<file path="src/rtl/uart_word_loader_if.sv">
// Bundles the byte stream from rx_uart and the word-write bus towards INSTmem.
// The loader takes the slave side; whoever feeds bytes and watches the memory bus takes the master side.
interface uart_word_loader_if #(
  parameter int NB_DATA = 32,
  parameter int N_BITS  = 8,
  parameter int ADDR_W  = 7
);
  logic                start;
  logic                rx_done_tick;
  logic [N_BITS-1:0]   rx_data;
  logic                mem_wr_en;
  logic [ADDR_W-1:0]   mem_addr;
  logic [NB_DATA-1:0]  mem_data;
  logic [ADDR_W:0]     word_count;
  logic                finish_rcv;
  logic                overflow;
  logic                frame_err;
  logic [2:0]          state_dbg;

  // rx_data is qualified only by rx_done_tick (1-cycle pulse, no backpressure);
  // mem_addr/mem_data are qualified only by mem_wr_en and are held otherwise.
  modport slave (
    input  start, rx_done_tick, rx_data,
    output mem_wr_en, mem_addr, mem_data, word_count,
           finish_rcv, overflow, frame_err, state_dbg
  );

  modport master (
    output start, rx_done_tick, rx_data,
    input  mem_wr_en, mem_addr, mem_data, word_count,
           finish_rcv, overflow, frame_err, state_dbg
  );
endinterface

</file>
<file path="src/rtl/uart_word_loader.sv">
// Packs UART bytes into NB_DATA-bit words and writes them to consecutive INSTmem
// addresses, stopping on a halt word or when memory is full.
module uart_word_loader #(
  parameter int                 NB_DATA     = 32,
  parameter int                 N_BITS      = 8,
  parameter int                 ADDR_W      = 7,
  parameter bit                 LITTLE_END  = 1'b0,
  parameter logic [NB_DATA-1:0] HALT_WORD   = 32'hFFFF_FFFF,
  parameter int                 TIMEOUT_CYC = 0
) (
  input  logic               clock,
  input  logic               reset,
  uart_word_loader_if.slave  bus
);
  localparam int BPW = NB_DATA / N_BITS;
  localparam int BW  = (BPW > 1) ? $clog2(BPW) : 1;
  localparam int TW  = (TIMEOUT_CYC > 1) ? $clog2(TIMEOUT_CYC) : 1;

  typedef enum logic [2:0] {
    S_IDLE    = 3'd0,
    S_COLLECT = 3'd1,
    S_WRITE   = 3'd2,
    S_DONE    = 3'd3,
    S_FULL    = 3'd4
  } state_t;

  state_t              state, state_nx;
  logic [NB_DATA-1:0]  word_q, word_nx, mem_data_q;
  logic [ADDR_W-1:0]   ptr_q, mem_addr_q;
  logic [ADDR_W:0]     wcnt_q;
  logic [BW-1:0]       bcnt_q, idx;
  logic [TW-1:0]       tcnt_q;
  logic                ovf_q, ferr_q;
  logic                tick, halt_hit, last_addr, last_byte, accept, timeout_hit;

  // Byte-acceptance decode shared by the FSM and the datapath.
  always_comb begin
    tick        = bus.rx_done_tick && !bus.start;
    halt_hit    = (state == S_WRITE) && (mem_data_q == HALT_WORD);
    last_addr   = (state == S_WRITE) && (mem_addr_q == '1);
    idx         = (state == S_WRITE) ? '0 : bcnt_q;
    last_byte   = (idx == BW'(BPW - 1));
    accept      = tick && ((state == S_IDLE) || (state == S_COLLECT) ||
                           ((state == S_WRITE) && !halt_hit && !last_addr));
    timeout_hit = (TIMEOUT_CYC > 0) && (state == S_COLLECT) && !bus.rx_done_tick &&
                  !bus.start && (tcnt_q == TW'(TIMEOUT_CYC - 1));
    word_nx     = word_q;
    if (LITTLE_END) word_nx[idx*N_BITS +: N_BITS] = bus.rx_data;
    else            word_nx = (word_q << N_BITS) | NB_DATA'(bus.rx_data);
  end

  always_ff @(posedge clock or negedge reset) begin
    if (!reset) state <= S_IDLE;
    else        state <= state_nx;
  end

  always_comb begin
    state_nx = state;
    if (bus.start) begin
      state_nx = S_IDLE;
    end else begin
      case (state)
        S_IDLE, S_COLLECT: begin
          if (accept)           state_nx = last_byte ? S_WRITE : S_COLLECT;
          else if (timeout_hit) state_nx = S_IDLE;
        end
        // The halt word is written before stopping, and it wins over a full memory.
        S_WRITE: begin
          if (halt_hit)       state_nx = S_DONE;
          else if (last_addr) state_nx = S_FULL;
          else if (accept)    state_nx = last_byte ? S_WRITE : S_COLLECT;
          else                state_nx = S_IDLE;
        end
        default: state_nx = state;
      endcase
    end
  end

  always_comb begin
    bus.mem_wr_en  = (state == S_WRITE);
    bus.finish_rcv = (state == S_DONE) || (state == S_FULL);
    bus.mem_addr   = mem_addr_q;
    bus.mem_data   = mem_data_q;
    bus.word_count = wcnt_q;
    bus.overflow   = ovf_q;
    bus.frame_err  = ferr_q;
    bus.state_dbg  = state;
  end

  always_ff @(posedge clock or negedge reset) begin
    if (!reset) begin
      word_q     <= '0;
      mem_data_q <= '0;
      mem_addr_q <= '0;
      ptr_q      <= '0;
      wcnt_q     <= '0;
      bcnt_q     <= '0;
      tcnt_q     <= '0;
      ovf_q      <= 1'b0;
      ferr_q     <= 1'b0;
    end else begin
      ferr_q <= timeout_hit;
      if (bus.start) begin
        word_q <= '0;
        ptr_q  <= '0;
        wcnt_q <= '0;
        bcnt_q <= '0;
        tcnt_q <= '0;
        ovf_q  <= 1'b0;
      end else begin
        if (state == S_WRITE) begin
          ptr_q  <= ptr_q + 1'b1;
          wcnt_q <= wcnt_q + 1'b1;
          bcnt_q <= '0;
        end
        // A completed word is captured into the output registers so the bus holds it.
        if (accept) begin
          word_q <= word_nx;
          bcnt_q <= last_byte ? '0 : idx + 1'b1;
          if (last_byte) begin
            mem_data_q <= word_nx;
            mem_addr_q <= (state == S_WRITE) ? ptr_q + 1'b1 : ptr_q;
          end
        end else if (timeout_hit) begin
          word_q <= '0;
          bcnt_q <= '0;
        end
        if (tick && ((state == S_FULL) || ((state == S_WRITE) && !halt_hit && last_addr)))
          ovf_q <= 1'b1;
        if (bus.rx_done_tick || (state != S_COLLECT) || timeout_hit) tcnt_q <= '0;
        else                                                       tcnt_q <= tcnt_q + 1'b1;
      end
    end
  end
endmodule

</file>
<file path="src/flat_wrapper.sv">
// flat-port wrapper written by rule: the top's interface ports become plain ports
module uart_word_loader_flat 
#(
  parameter int                 NB_DATA     = 32,
  parameter int                 N_BITS      = 8,
  parameter int                 ADDR_W      = 7,
  parameter bit                 LITTLE_END  = 1'b0,
  parameter logic [NB_DATA-1:0] HALT_WORD   = 32'hFFFF_FFFF,
  parameter int                 TIMEOUT_CYC = 0
)
  (clock, reset, bus_start, bus_rx_done_tick, bus_rx_data, bus_mem_wr_en, bus_mem_addr, bus_mem_data, bus_word_count, bus_finish_rcv, bus_overflow, bus_frame_err, bus_state_dbg);
  uart_word_loader_if #(.NB_DATA(NB_DATA), .N_BITS(N_BITS), .ADDR_W(ADDR_W)) bus_i ();
  input  logic clock;
  input  logic reset;
  input wire logic [$bits(bus_i.start)-1:0] bus_start;
  input wire logic [$bits(bus_i.rx_done_tick)-1:0] bus_rx_done_tick;
  input wire logic [$bits(bus_i.rx_data)-1:0] bus_rx_data;
  output wire logic [$bits(bus_i.mem_wr_en)-1:0] bus_mem_wr_en;
  output wire logic [$bits(bus_i.mem_addr)-1:0] bus_mem_addr;
  output wire logic [$bits(bus_i.mem_data)-1:0] bus_mem_data;
  output wire logic [$bits(bus_i.word_count)-1:0] bus_word_count;
  output wire logic [$bits(bus_i.finish_rcv)-1:0] bus_finish_rcv;
  output wire logic [$bits(bus_i.overflow)-1:0] bus_overflow;
  output wire logic [$bits(bus_i.frame_err)-1:0] bus_frame_err;
  output wire logic [$bits(bus_i.state_dbg)-1:0] bus_state_dbg;
  assign bus_i.start = bus_start;
  assign bus_i.rx_done_tick = bus_rx_done_tick;
  assign bus_i.rx_data = bus_rx_data;
  assign bus_mem_wr_en = bus_i.mem_wr_en;
  assign bus_mem_addr = bus_i.mem_addr;
  assign bus_mem_data = bus_i.mem_data;
  assign bus_word_count = bus_i.word_count;
  assign bus_finish_rcv = bus_i.finish_rcv;
  assign bus_overflow = bus_i.overflow;
  assign bus_frame_err = bus_i.frame_err;
  assign bus_state_dbg = bus_i.state_dbg;
  uart_word_loader #(.NB_DATA(NB_DATA), .N_BITS(N_BITS), .ADDR_W(ADDR_W), .LITTLE_END(LITTLE_END), .HALT_WORD(HALT_WORD), .TIMEOUT_CYC(TIMEOUT_CYC)) u_core (.clock(clock), .reset(reset), .bus(bus_i));
endmodule
</file>
<file path="config.mk">
export PLATFORM = sky130hd
export DESIGN_NAME = uart_word_loader_flat
export DESIGN_NICKNAME = d
export VERILOG_FILES = /design/src/rtl/uart_word_loader_if.sv /design/src/rtl/uart_word_loader.sv /design/src/flat_wrapper.sv
export SDC_FILE = /design/constraint.sdc
export NUM_CORES = 1
export LEC_CHECK = 0
export CELL_PAD_IN_SITES_DETAIL_PLACEMENT = 0
export CELL_PAD_IN_SITES_GLOBAL_PLACEMENT = 1
export CORE_ASPECT_RATIO = 1.4
export CORE_MARGIN = 4
export CORE_UTILIZATION = 30
export DETAILED_ROUTE_END_ITERATION = 16
export PLACE_DENSITY_LB_ADDON = 0.1
export SLEW_MARGIN = 20
export SYNTH_ARGS = -nofsm -noshare
export SYNTH_HDL_FRONTEND = slang
export SYNTH_SLANG_ARGS = --single-unit
</file>
<file path="constraint.sdc">
create_clock -name clock -period 5.5 [get_ports clock]
set_input_delay 1.1 -clock clock [delete_from_list [all_inputs] [get_ports clock]]
set_output_delay 1.1 -clock clock [all_outputs]
set_load 0.01 [all_outputs]
</file>
## Yosys cells after proc, flatten, opt, wreduce, memory -nomap -nowiden

Cells that the tools add are included.

- Logic and storage cells: 63
- Register bits: 84
- Input port bits: 12
- Output and inout bits: 54

- Reduce and logical (&&, ||, !) cells: 23
- Equal/unequal tests: 8
- Mux-type cells: 19
- Add/subtract/negate cells: 3
- Bitwise gates (word level): 2

Operators by type and width:

| kind | number |
|---|---|
| $mux W24 | 2 |
| $eq A32 B32 Y1 const B | 1 |
| $or A32 B8 Y32 | 1 |
| $mux W8 | 2 |
| $mux W3 | 5 |
| $mux W7 | 2 |
| $mux W2 | 5 |
| $add A8 B1 Y8 const B | 1 |
| $logic_and A1 B1 Y1 | 8 |
| $add A7 B1 Y7 const B | 1 |
| $eq A7 B7 Y1 const B | 1 |
| $eq A3 B2 Y1 const B | 2 |
| $pmux W3 S2 | 1 |
| $reduce_bool A2 Y1 | 3 |
| $logic_or A1 B1 Y1 | 4 |
| $eq A3 B1 Y1 const B | 1 |
| $eq A3 B3 Y1 const B | 1 |
| $logic_not A1 Y1 | 3 |
| $logic_not A3 Y1 | 1 |
| $ne A3 B2 Y1 const B | 1 |
| $reduce_and A3 Y1 | 1 |
| $reduce_bool A3 Y1 | 1 |
| $add A2 B1 Y2 const B | 1 |
| $eq A2 B2 Y1 const B | 1 |
| 4 further kinds | 5 |

## Logic depth before layout (Yosys ltp)

Gate-level depths: netlist of the first run.

- Depth after elaboration: 12
- Depth in mapped cells: 8

## Worst setup path before layout of the first run

OpenSTA, ideal clock, no wires.

- Path type: input to register
- From: input bus_start
- To: register u_core.mem_data_q[30] (netlist: u_core.bus.mem_data[30])
- Data required time: 5372 ps
- Arrival: 2576 ps
- Path slack: 2796 ps
- Stages: 6
- Library setup time: 128 ps
- Path through: clkbuf_1 nand2b_1 nor3_1 o221ai_2 buf_6 mux2_1

- Longest elaborated chain between the ends: 4
- Elaborated cells between the ends (all ways): 5

Ends and longest elaborated chain:

| item | RTL line | text |
|---|---|---|
| start, declared | flat_wrapper.sv:15 | `input wire logic [$bits(bus_i.start)-1:0] bus_start;` |
| $logic_not A1 Y1 | uart_word_loader.sv:38 | `tick = bus.rx_done_tick && !bus.start;` |
| $logic_and A1 B1 Y1 | uart_word_loader.sv:38 |  |
| $logic_and A1 B1 Y1 | uart_word_loader.sv:43 | `accept = tick && ((state == S_IDLE) \|\| (state == S_COLLECT) \|\|` |
| $reduce_and A3 Y1 (no source line) (*) | n/a |  |
| end signal, assigned | uart_word_loader.sv:121 | `mem_data_q <= word_nx;` |
| end, declared | uart_word_loader.sv:28 | `logic [NB_DATA-1:0] word_q, word_nx, mem_data_q;` |

Every way passes the cells marked *; elsewhere a longest branch is shown, timed or not.
A chain may end at the register's enable or synchronous reset.

## Worst setup path after layout of the first run

- From: register u_core.state[0] (netlist: u_core.bus.state_dbg[0])
- To: output bus_mem_wr_en

- Longest elaborated chain between the ends: 1

Ends and longest elaborated chain:

| item | RTL line | text |
|---|---|---|
| start, declared | uart_word_loader.sv:27 | `state_t state, state_nx;` |
| start signal, assigned | uart_word_loader.sv:54 | `else state <= state_nx;` |
| $eq A3 B2 Y1 | uart_word_loader.sv:80 | `bus.mem_wr_en = (state == S_WRITE);` |
| end, declared | flat_wrapper.sv:18 | `output wire logic [$bits(bus_i.mem_wr_en)-1:0] bus_mem_wr_en;` |

No other way between the ends.

==> results.md, run 1 <==
- RSZ-0062 raised after global routing: no
- Pwr/cell area: 319 nW/um^2
- Die area: 14600 sq um
- Setup Total Neg Slack: 0 ns
- Setup crit end kind: primary output
- Crit path DAT: 2.36 ns
- Syn_area_per_cell: 13.3 sq um
- Tot Pwr: 1540 uW
- Vias in the first global route: 2567
- Overflow after GRT: 0
- F_max: 0.289 GHz
- Die width: 103 um
- P&R area growth vs syn: 27.3%
- All-layer global routing usage: 12.6%
- Relative slew margins: 34.0%
- Inserted Diodes: 0
- List of most frequent post-synthesis cells: 84 x dfrtp_1, 30 x mux2_4, 25 x mux2_2, 25 x nor2b_1, 21 x nor2_1
- Final ANT Viol Nets: 0
- CTS HTree Levels: 3
- Post-cts sizing count: 0
- 1st-pass router iterations: 4
- Worst R2R Setup Slack: 2.58 ns
- Post-synth cell types: 38
- Min Tclk post-route: 3.46 ns
- Post-Layout Cell Count: 507
- Data required, critical path: 4.40 ns
- Clock Skew: 0.00577 ns
- Die H: 141 um
- Gpl congestion: 0.705
- Fillers: 1209
- Hold WC Path Type: flip-flop to flip-flop
- Sequential share of the synthesized area: 55.2%
- Routed via count: 2346
- Outcome: finished clean
- Layout net count: 367
- Setup-failing EPs final: 0
- CTS Buf Count: 9
- CTS tree: built
- Wire per inst: 16.7 um
- Max VDD drop: 0.150 mV
- Yosys top cell area share: 55.2%
- Placed cell count: 491
- Final hold vios: 0
- Core area: 12400 sq um
- Synth Instances: 287
- Fraction of layout cells with a size suffix above 1: 22.4%
- Synth warnings: 0
- Post-detailed-routing wire length: 8.49 mm
- CTS Buffer Depth: 2
- # Post-CTS Setup Buffers: 0
- # port buffers: 64
- Critical-path maximum fanout: 11
- Post-synthesis async set-or-reset flop share: 100%
- Final period util: 62.9%
- CTS sink count: 84
- Syn Std Cell Area: 3800 sq um
- Largest net degree at the start of global routing: 50
- Worst-path clk slew: 0.06 ns
- Dominant cell type by area after synthesis: dfrtp_1
- Maxcap violations: 0
- Yosys reg bits: 84
- Detailed Route Iter0 Violations: 61
- Dpl hpwl: 5.66 mm
- First-pass GRT wire length: 14.0 mm
- Cell with the most instances after synthesis: dfrtp_1
- Syn_nets: 302
- Synth area leaders: dfrtp_1 55%, mux2_4 12%, mux2_2 7.4%, nor2b_1 4.1%, mux2i_1 2.1%
- Number of synthesized flops with an enable pin: 0
- Hold-fix buffers at CTS: 0
- Number of top-level pins: 66
- Worst slew pin tran: 0.988 ns
- Leak Pwr: 0.00232 uW
- Worst skew pair latency: 0.33 ns
- CP Launch Type: flip-flop
- Kind of critical path: flip-flop to primary output
- Clock Tree Root: clkbuf_16
- Via-to-Cell Ratio: 4.63
- Row Count: 48
- Initial antenna violation count: 0
- Slew Limit Fails: 0
- DRC: 0
- Main synth FF type: dfrtp_1
- Initial cell density of the core: 30.8%
worst max-delay path, cell delays in order (launching register included):
cell and delay, ns:
dfrtp_1 0.43, or3b_1 0.60, inv_1 0.38, clkdlybuf4s50_1 0.62
registers in the layout, indices dropped and copies added, names as in the netlist:
signal and cells:
u_core.bus.mem_data 32, u_core.word_q 24, u_core.bus.word_count 8, u_core.bus.mem_addr 7, u_core.ptr_q 7, u_core.bus.state_dbg 3
u_core.bcnt_q 2, u_core.bus.overflow 1
cell type report:
type,instances,area (sq um),share of cell area [%]
clock inverters,5,27.5,0.568
well taps,150,188,3.87
inverters,10,37.5,0.775
clock buffers,11,243,5.01
multi-input cells,179,1580,32.6
flip-flops and latches,84,2100,43.4
repair buffers,68,668,13.8
worst paths after layout:
path	cells past startpoint	endpoint	start
min reg2reg	1	u_core.bus.mem_data[30]	u_core.word_q[22]
min in group asynchronous	1	u_core.bus.mem_addr[6]	reset
min	1	u_core.bus.mem_data[30]	u_core.word_q[22]
max	3	bus_mem_wr_en	u_core.bus.state_dbg[0]
max reg2reg	6	u_core.bus.mem_data[30]	u_core.bus.mem_data[15]
max in group asynchronous	2	u_core.bus.mem_data[19]	reset
per-stage QoR:
stage               setup WS [ns]  hold slack (ns)  cell area, sq um  utilization [%]
floorplan                    2.80            0.450              3800                -
global placement             1.96            0.481              4570             37.0
detailed placement           1.90            0.471              4570             37.0
CTS                          1.98            0.497              4840             39.1
global route                 1.90            0.514              4840             39.1
finish                       2.04            0.492              4840             39.1
cells by family (layout without fill, tap and decap cells):
group | after synthesis | after routing | synth area share, %
fa+ha+maj | 3 | 3 | 0.987
mux | 65 | 65 | 21.9
buf+inv | 24 | 94 | 3.58
simple gates | 85 | 85 | 12.3
other cells | 1 | 1 | 0.0986
flops | 84 | 84 | 55.2
compound gates | 12 | 12 | 2.89
xor+xnor | 13 | 13 | 2.99
layer usage:
layer | GRT usage [%] | up-vias | wire length, um
met5 | 0 | - | 0
li1 | - | 1117 | -
met3 | 2.90 | 9 | 343
met1 | 17.7 | 1169 | 4010
met2 | 19.2 | 51 | 4010
met4 | 4.30 | 0 | 127
power by group:
part           switching (uW)  internal, uW  total, uW
sequential               52.7           678        731
combinational             107           156        264
clock                     235           315        550
cells in the final DEF (no fill, tap or decap), types with 2 or more instances in the layout:
cell,instances
nor2b_1,25
nor3_1,3
mux2_1,2
and4_1,2
nor4_1,2
buf_4,5
nor2_1,21
clkinv_2,4
mux2_2,25
ha_1,3
nand4_1,11
mux2_4,30
inv_1,10
and2_1,3
mux2i_1,8
a21oi_4,2
xor2_1,8
nand2_1,5
clkbuf_16,9
dfrtp_1,84
nand3_1,7
xnor2_1,5
nand2b_1,2
a21oi_1,3
clkdlybuf4s50_1,63
(Power assumes the default switching activity.)
==> run 2: changes to the inputs <==
==> constraint.sdc (replaced) <==
create_clock -name clock -period 3.2 [get_ports clock]
set_input_delay 0.64 -clock clock [delete_from_list [all_inputs] [get_ports clock]]
set_output_delay 0.64 -clock clock [all_outputs]
set_load 0.01 [all_outputs]
==> results.md, run 2 (synthesized netlist as in run 1, its figures left out) <==
- Outcome: finished clean
- Die H: 141 um
- Maxcap violations: 0
- Post-detailed-routing wire length: 8.34 mm
- Global-route met3 utilization: 3.34%
- M1 GR Usage: 16.7%
- M2 GR Usage: 19.5%
- Vias in the first global route: 2513
- Reg-to-reg critical path startpoint: u_core.bus.mem_data[15]
- Clock Tree Root: clkbuf_16
- Kind of critical path: flip-flop to primary output
- Min Tclk post-route: 2.71 ns
- DRC: 0
- Gpl congestion: 0.683
- Leak Pwr: 0.00238 uW
- P&R area growth vs syn: 30.1%
- Post-cts sizing count: 0
- Clock Skew: 0.00757 ns
- Via-to-Cell Ratio: 4.65
- First-pass GRT wire length: 13.9 mm
- CTS HTree Levels: 3
- Most frequent cells in the layout: 84 x dfrtp_1, 63 x clkdlybuf4s50_1, 30 x mux2_4
- Dpl hpwl: 5.54 mm
- Initial cell density of the core: 30.8%
- Busiest grt layer: met2
- CTS Buffer Depth: 2
- Final ANT Viol Nets: 0
- Fillers: 1220
- Routed via count: 2376
- Tot Pwr: 2760 uW
- CTS Buf Count: 9
- Hold WC Path Type: input port to asynchronous set/reset pin
- Worst skew pair latency: 0.33 ns
- Relative slew margins: 49.7%
- Detailed Route Iter0 Violations: 81
- Row Count: 48
- Setup Total Neg Slack: 0 ns
- Fraction of layout cells with a size suffix above 1: 23.5%
- Critical-path maximum fanout: 10
- Largest net degree at the start of global routing: 55
- # Post-CTS Setup Buffers: 0
- Setup-failing EPs final: 0
- CTS tree: built
- 1st-pass router iterations: 4
- Hold slack: 0.383 ns
- Inserted Diodes: 0
- Max reg flops: 32
- Die width: 103 um
- Initial antenna violation count: 0
- Number of top-level pins: 66
- F_max: 0.369 GHz
- Final hold vios: 0
- Pwr/cell area: 557 nW/um^2
- Hold-fix buffers at CTS: 0
- R2R depth: 7
- Core area: 12400 sq um
- Data required, critical path: 2.56 ns
- Die area: 14600 sq um
- Final period util: 84.6%
- Overflow after GRT: 0
- Max VDD drop: 0.233 mV
- Wire per inst: 16.3 um
- Slew Limit Fails: 0
- # port buffers: 64
- Setup crit end kind: primary output
- Layout net count: 372
- Worst R2R Setup Slack: 0.59 ns
- All-layer global routing usage: 12.5%
- CP Launch Type: flip-flop
- CTS sink count: 84
- RSZ-0062 raised after global routing: no
- Most common cell after layout, fill and taps aside: dfrtp_1
- Worst slew pin tran: 0.754 ns
- Crit path DAT: 2.07 ns
- Worst r2r dst: u_core.bus.mem_data[25]
- Worst-path clk slew: 0.06 ns
[run 2: cell count changes in the layout (fill, tap and decap cells not counted)]
cell	delta
clkinv_2	-2
buf_4	+2
clkinv_4	+1
clkinvlp_4	-1
clkbuf_1	-1
bufinv_16	+1
buf_12	+3
clkbuf_8	+1
[run 2: worst max-delay path by stage]
stage	startpoint	cells after the start	to	slack, ns
finish	u_core.bus.state_dbg[0]	3	bus_mem_wr_en	0.49
global route	u_core.bus.state_dbg[1]	3	bus_mem_wr_en	0.35
CTS	u_core.bus.state_dbg[0]	3	bus_mem_wr_en	0.44
detailed placement	bus_start	7	u_core.bus.mem_data[25]	0.35
global placement	bus_start	7	u_core.bus.mem_data[25]	0.36
floorplan	bus_start	6	u_core.bus.mem_data[30]	0.96
[run 2: cell type report]
cell class	count	area (sq um)	area share, %
Multi-Input combinational cell	179	1580	31.9
Sequential cell	84	2100	42.5
Clock inverter	4	48.8	0.986
Tap cell	150	188	3.79
Inverter	10	37.5	0.758
Timing Repair Buffer	73	743	15.0
Clock buffer	11	253	5.11
[run 2: stage by stage]
step,std cells,setup WS (ns),cell area (sq um),utilization (%)
6_report,511,0.492,4950,40.0
5_1_grt,511,0.352,4950,40.0
4_1_cts,511,0.445,4950,40.0
3_5_place_dp,496,0.354,4650,37.6
3_3_place_gp,496,0.358,4650,37.6
2_1_floorplan,287,0.956,3800,-
[run 2: metal layers]
layer  vias to the layer above  part of all wire, %
li1                       1123                    -
met1                      1194                   45
met2                        51                   49
met3                         8                  4.6
met4                         0                  1.4
met5                         -                    0
[run 2: where the power goes]
| group | internal [uW] | switching (uW) | total [uW] |
|---|---|---|---|
| registers | 1170 | 85.4 | 1250 |
| clock network | 641 | 406 | 1050 |
| logic | 274 | 185 | 459 |
| total | 2080 | 676 | 2760 |
[run 2: worst max-delay path: stages (launching register included)]
cell             delay [ns]
dfrtp_1                0.43
or3b_1                 0.60
inv_1                  0.15
clkdlybuf4s50_1        0.55
